[src/rtl/fetch_decode_buffer_if.sv]
// Fetch/decode handshake bundle: fetch side pushes entries, decode side pops the head.
interface fetch_decode_buffer_if #(
   parameter int XLEN = 32
);
   logic            in_valid;
   logic            in_ready;
   logic [XLEN-1:0] in_instr;
   logic [XLEN-1:0] in_pc;
   logic [XLEN-1:0] in_pcplus4;
   logic            out_valid;
   logic            out_ready;
   logic [XLEN-1:0] out_instr;
   logic [XLEN-1:0] out_pc;
   logic [XLEN-1:0] out_pcplus4;

   // Environment side: drives fetch entries and decode acceptance.
   modport master (
      output in_valid, in_instr, in_pc, in_pcplus4, out_ready,
      input  in_ready, out_valid, out_instr, out_pc, out_pcplus4
   );

   // Queue side.
   modport slave (
      input  in_valid, in_instr, in_pc, in_pcplus4, out_ready,
      output in_ready, out_valid, out_instr, out_pc, out_pcplus4
   );
endinterface

[src/rtl/fetch_decode_buffer.sv]
// DEPTH-entry instruction queue between fetch and decode.
// Each entry holds instr, PC and PC+4; flush empties the queue on a redirect.
// Status outputs come only from registered count, so in_ready never depends on out_ready.
module fetch_decode_buffer #(
   parameter int              XLEN         = 32,
   parameter int              DEPTH        = 4,
   parameter int              AFULL_TH     = DEPTH - 1,
   parameter logic [XLEN-1:0] BUBBLE_INSTR = '0,
   localparam int             CW           = $clog2(DEPTH + 1)
) (
   input  logic                  clk,
   input  logic                  reset,
   input  logic                  flush,
   fetch_decode_buffer_if.slave  bus,
   output logic [CW-1:0]         count,
   output logic                  almost_full
);
   localparam int PW = $clog2(DEPTH);

   logic [DEPTH-1:0][XLEN-1:0] mem_instr;
   logic [DEPTH-1:0][XLEN-1:0] mem_pc;
   logic [DEPTH-1:0][XLEN-1:0] mem_pcplus4;
   logic [PW-1:0]              rd_ptr;
   logic [PW-1:0]              wr_ptr;
   logic                       push;
   logic                       pop;

   // Status decode from count only; full queue refuses input even when popping.
   always_comb begin
      bus.in_ready  = (count < CW'(DEPTH));
      bus.out_valid = (count != '0);
      almost_full   = (count >= CW'(AFULL_TH));
      push          = bus.in_valid  & bus.in_ready  & ~flush;
      pop           = bus.out_valid & bus.out_ready & ~flush;
   end

   // Head presentation; bubble values hide stale or never-written slots.
   always_comb begin
      bus.out_instr   = BUBBLE_INSTR;
      bus.out_pc      = '0;
      bus.out_pcplus4 = '0;
      if (bus.out_valid) begin
         bus.out_instr   = mem_instr[rd_ptr];
         bus.out_pc      = mem_pc[rd_ptr];
         bus.out_pcplus4 = mem_pcplus4[rd_ptr];
      end
   end

   // Entry storage; no reset needed since reads are gated by count.
   always_ff @(posedge clk) begin
      if (push) begin
         mem_instr[wr_ptr]   <= bus.in_instr;
         mem_pc[wr_ptr]      <= bus.in_pc;
         mem_pcplus4[wr_ptr] <= bus.in_pcplus4;
      end
   end

   // Pointer and occupancy bookkeeping: reset > flush > push/pop.
   always_ff @(posedge clk) begin
      if (reset || flush) begin
         rd_ptr <= '0;
         wr_ptr <= '0;
         count  <= '0;
      end else begin
         if (push) wr_ptr <= wr_ptr + PW'(1);
         if (pop)  rd_ptr <= rd_ptr + PW'(1);
         if (push && !pop)      count <= count + CW'(1);
         else if (pop && !push) count <= count - CW'(1);
      end
   end
endmodule
[src/flat_wrapper.sv]
// flat-port wrapper written by rule: the top's interface ports become plain ports
module fetch_decode_buffer_flat 
#(
   parameter int              XLEN         = 32,
   parameter int              DEPTH        = 4,
   parameter int              AFULL_TH     = DEPTH - 1,
   parameter logic [XLEN-1:0] BUBBLE_INSTR = '0,
   localparam int             CW           = $clog2(DEPTH + 1)
)
  (clk, reset, flush, count, almost_full, bus_in_valid, bus_in_instr, bus_in_pc, bus_in_pcplus4, bus_out_ready, bus_in_ready, bus_out_valid, bus_out_instr, bus_out_pc, bus_out_pcplus4);
  fetch_decode_buffer_if #(.XLEN(XLEN)) bus_i ();
  input  logic clk;
  input  logic reset;
  input  logic flush;
  output logic [CW-1:0] count;
  output logic almost_full;
  input wire logic [$bits(bus_i.in_valid)-1:0] bus_in_valid;
  input wire logic [$bits(bus_i.in_instr)-1:0] bus_in_instr;
  input wire logic [$bits(bus_i.in_pc)-1:0] bus_in_pc;
  input wire logic [$bits(bus_i.in_pcplus4)-1:0] bus_in_pcplus4;
  input wire logic [$bits(bus_i.out_ready)-1:0] bus_out_ready;
  output wire logic [$bits(bus_i.in_ready)-1:0] bus_in_ready;
  output wire logic [$bits(bus_i.out_valid)-1:0] bus_out_valid;
  output wire logic [$bits(bus_i.out_instr)-1:0] bus_out_instr;
  output wire logic [$bits(bus_i.out_pc)-1:0] bus_out_pc;
  output wire logic [$bits(bus_i.out_pcplus4)-1:0] bus_out_pcplus4;
  assign bus_i.in_valid = bus_in_valid;
  assign bus_i.in_instr = bus_in_instr;
  assign bus_i.in_pc = bus_in_pc;
  assign bus_i.in_pcplus4 = bus_in_pcplus4;
  assign bus_i.out_ready = bus_out_ready;
  assign bus_in_ready = bus_i.in_ready;
  assign bus_out_valid = bus_i.out_valid;
  assign bus_out_instr = bus_i.out_instr;
  assign bus_out_pc = bus_i.out_pc;
  assign bus_out_pcplus4 = bus_i.out_pcplus4;
  fetch_decode_buffer #(.XLEN(XLEN), .DEPTH(DEPTH), .AFULL_TH(AFULL_TH), .BUBBLE_INSTR(BUBBLE_INSTR)) u_core (.clk(clk), .reset(reset), .flush(flush), .bus(bus_i), .count(count), .almost_full(almost_full));
endmodule
[config.mk]
export PLATFORM = sky130hd
export DESIGN_NAME = fetch_decode_buffer_flat
export DESIGN_NICKNAME = d
export VERILOG_FILES = /design/src/rtl/fetch_decode_buffer_if.sv /design/src/rtl/fetch_decode_buffer.sv /design/src/flat_wrapper.sv
export SDC_FILE = /design/constraint.sdc
export NUM_CORES = 1
export LEC_CHECK = 0
export CAP_MARGIN = 20
export CORE_MARGIN = 2
export CORE_UTILIZATION = 45
export DETAILED_ROUTE_END_ITERATION = 8
export GPL_TIMING_DRIVEN = 0
export PLACE_DENSITY_LB_ADDON = 0.3
export SETUP_SLACK_MARGIN = 0.1
export SLEW_MARGIN = 25
export SYNTH_ARGS = -nofsm -noshare
export SYNTH_HDL_FRONTEND = slang
export SYNTH_SLANG_ARGS = --single-unit
[constraint.sdc]
create_clock -name clk -period 9.3 [get_ports clk]
set_clock_uncertainty 0.1 [all_clocks]
set_input_delay 1.395 -clock clk [delete_from_list [all_inputs] [get_ports clk]]
set_output_delay 1.395 -clock clk [all_outputs]
set_load 0.02 [all_outputs]
==> metrics <==
Syn Std Cell Area=14900 um2; post-route cell area=18900 um2; Vias/cell=5.12; Synth Register Bits=391; routed len/inst=20.3 um; commonest non-fill, non-tap cell in the layout=edfxtp_1; die height=186 um; Max Fanout on Critical Path=10; status=finished clean; Area growth syn-to-layout=26.6%; Final Util=58.0%; All-Layer GR Usage=16.4%; Placed Cells incl. Taps=1307; fin crit period=4.41 ns; YS warnings=0; worst-margin pin slew=0.704 ns; Sum Neg Setup Slack=0 ns; cell count after synthesis=655; Iteration-0 DRC Markers=511; Leak=5.97 nW; die width=186 um; Crit path required time=7.81 ns; layout cells sized above 1=19.2%; I/O Buffers=202; HP Class=reg2reg; final net count=1014; H-Tree Depth=2; post-synthesis sequential area ratio=78.3%; first-pass detailed-route iteration total=4; core area=32500 um2; Max-cap violations=0; Max-slew headroom=53.1%; GPL Wtd Cong=0.698; initial antenna violation count=2; arrival time of the worst setup path=2.92 ns; crit end category=primary output; Initial Util=45.8%; maximum clock path buffer count=3; top cell type's share of synthesized area=77.4%; Fmax achieved=227 MHz; die area=34600 um2; Tcrit/Tclk final=47.5%; Post-CTS Resized=0; most frequent cells in the layout=edfxtp_1, clkdlybuf4s50_1, mux4_2, and2_1, clkbuf_16; top cells by area, synth=edfxtp_1, mux4_2, and2_1; postcts setup bufs=0; root buffer cell=clkbuf_16; non-filler cells, final=1380; count of cell types in the netlist=23; total gr overflow=0; Setup Crit Path Kind=reg2out; HPWL after detailed placement=17.3 mm; clock slew at reported path FFs=0.06 ns; RSZ-0062 raised after global routing=no; global-route wire length before repair=42.0 mm; Final Max Tran Viols=0; CTS tree=done; Post-Route WL=28.0 mm; crit path setup slack, layout=4.89 ns; register area=11700 um2; largest area contributor in the netlist=edfxtp_1; CTS hold repair buffers=0; critical path endpoint=bus_out_pcplus4[14]; maximum vdd ir drop=139 uV; worst r2r src=u_core.count[2]$_SDFFE_PP0P_; largest net degree at the start of global routing=45; Mapped Nets=762; pre-CTS WS=5.35 ns; number of global-route vias before repair=7367; Worst-Skew Late Latency=0.51 ns; crit path from=u_core.count[2]$_SDFFE_PP0P_; multi-input logic area=3040 um2; I/O Pins=203; antenna-violating nets left=0; row cnt=66; Vias=7069; Power Density=197 nW/um2; Syn Area/Cell=22.7 um2; clock sink count=391; HP Start=u_core.wr_ptr[0]$_SDFFE_PP0P_; worst r2r dst=u_core.count[2]$_SDFFE_PP0P_; Hold Violations, Final=0; Worst R2R Path Depth=7; final-report setup violation count=0; total CTS buffers=40; element type at the critical path start=flop; fill count=2480; Post-DP Area=17700 um2; flop2flop setup slack=6.86 ns; number of remaining DRC errors=0
[sequential cells by signal (all words and copies together) (netlist names)]
signal / cells
u_core.mem_pcplus4: 128
u_core.count: 3
u_core.rd_ptr: 2
u_core.mem_instr: 128
u_core.wr_ptr: 2
u_core.mem_pc: 128
[per-layer routing]
layer | track usage, % | part of all wire (%)
met4 | 4.25 | 2.0
met1 | 22.3 | 43
met3 | 3.33 | 5.7
met2 | 27.3 | 49
met5 | 0 | 0.032
[logic make-up (layout without fill, tap and decap cells)]
group | Yosys count | after routing | synth area share [%]
AOI/OAI and AO/OA | 4 | 4 | 0.176
xor gates and xnor gates | 5 | 5 | 0.294
adders and majority gates | 6 | 6 | 0.554
buffers and inverters | 38 | 319 | 1.33
DFF | 391 | 391 | 78.3
muxes | 98 | 98 | 14.6
other | 0 | 2 | 0
and+or+nand+nor | 113 | 113 | 4.65
[worst min-delay path by stage]
| stage | end | slack [ns] | depth (start not counted) |
|---|---|---|---|
| after floorplan | u_core.wr_ptr[1]$_SDFFE_PP0P_ | 0.41 | 2 |
| after global placement | u_core.wr_ptr[1]$_SDFFE_PP0P_ | 0.44 | 2 |
| after detailed placement | u_core.wr_ptr[0]$_SDFFE_PP0P_ | 0.47 | 2 |
| after CTS | u_core.wr_ptr[0]$_SDFFE_PP0P_ | 0.49 | 2 |
| after global routing | u_core.wr_ptr[0]$_SDFFE_PP0P_ | 0.53 | 2 |
| final | u_core.wr_ptr[0]$_SDFFE_PP0P_ | 0.49 | 2 |
[critical path, stage by stage, from the launching register on]
cell,delay (ns)
dfxtp_1,0.48
or3_1,0.16
buf_2,0.27
buf_2,0.29
clkbuf_1,0.37
and2_1,0.20
clkdlybuf4s50_1,0.63
[through the flow]
stage | power (mW) | hold slack, ns
6_report | 3.71 | 0.492
5_1_grt | 3.84 | 0.525
4_1_cts | 3.75 | 0.487
3_5_place_dp | 2.31 | 0.468
3_3_place_gp | 2.30 | 0.445
2_1_floorplan | 2.15 | 0.414
[power breakdown]
part | leakage (nW) | internal [mW] | switching (mW) | total (mW)
Clock | 0.582 | 0.835 | 0.611 | 1.45
Sequential | 3.54 | 1.97 | 0.00708 | 1.97
Combinational | 1.84 | 0.152 | 0.143 | 0.295
Total | 5.97 | 2.95 | 0.761 | 3.71
[synth_stat cells]
cell type	n
a21oi_1	1
and2_1	100
buf_2	14
buf_6	2
buf_8	2
clkbuf_1	16
dfxtp_1	7
edfxtp_1	384
fa_1	1
ha_1	5
inv_1	4
mux2i_1	2
mux4_2	96
nand2_1	2
nor2_1	6
nor3b_2	1
o21ai_0	1
o311ai_0	1
o31ai_1	1
or2_2	2
or3_1	2
xnor2_1	1
xor2_1	4
[area by class of cell]
cell class,instances,share of cell area [%]
Multi-Input combinational cell,226,16.1
Sequential cell,391,61.9
Clock inverter,19,0.597
Timing Repair Buffer,210,11.8
Antenna cell,2,0.0265
Inverter,4,0.0796
Tap cell,442,2.93
Clock buffer,52,5.66
Buffer,34,0.968
(Power assumes the default switching activity.)
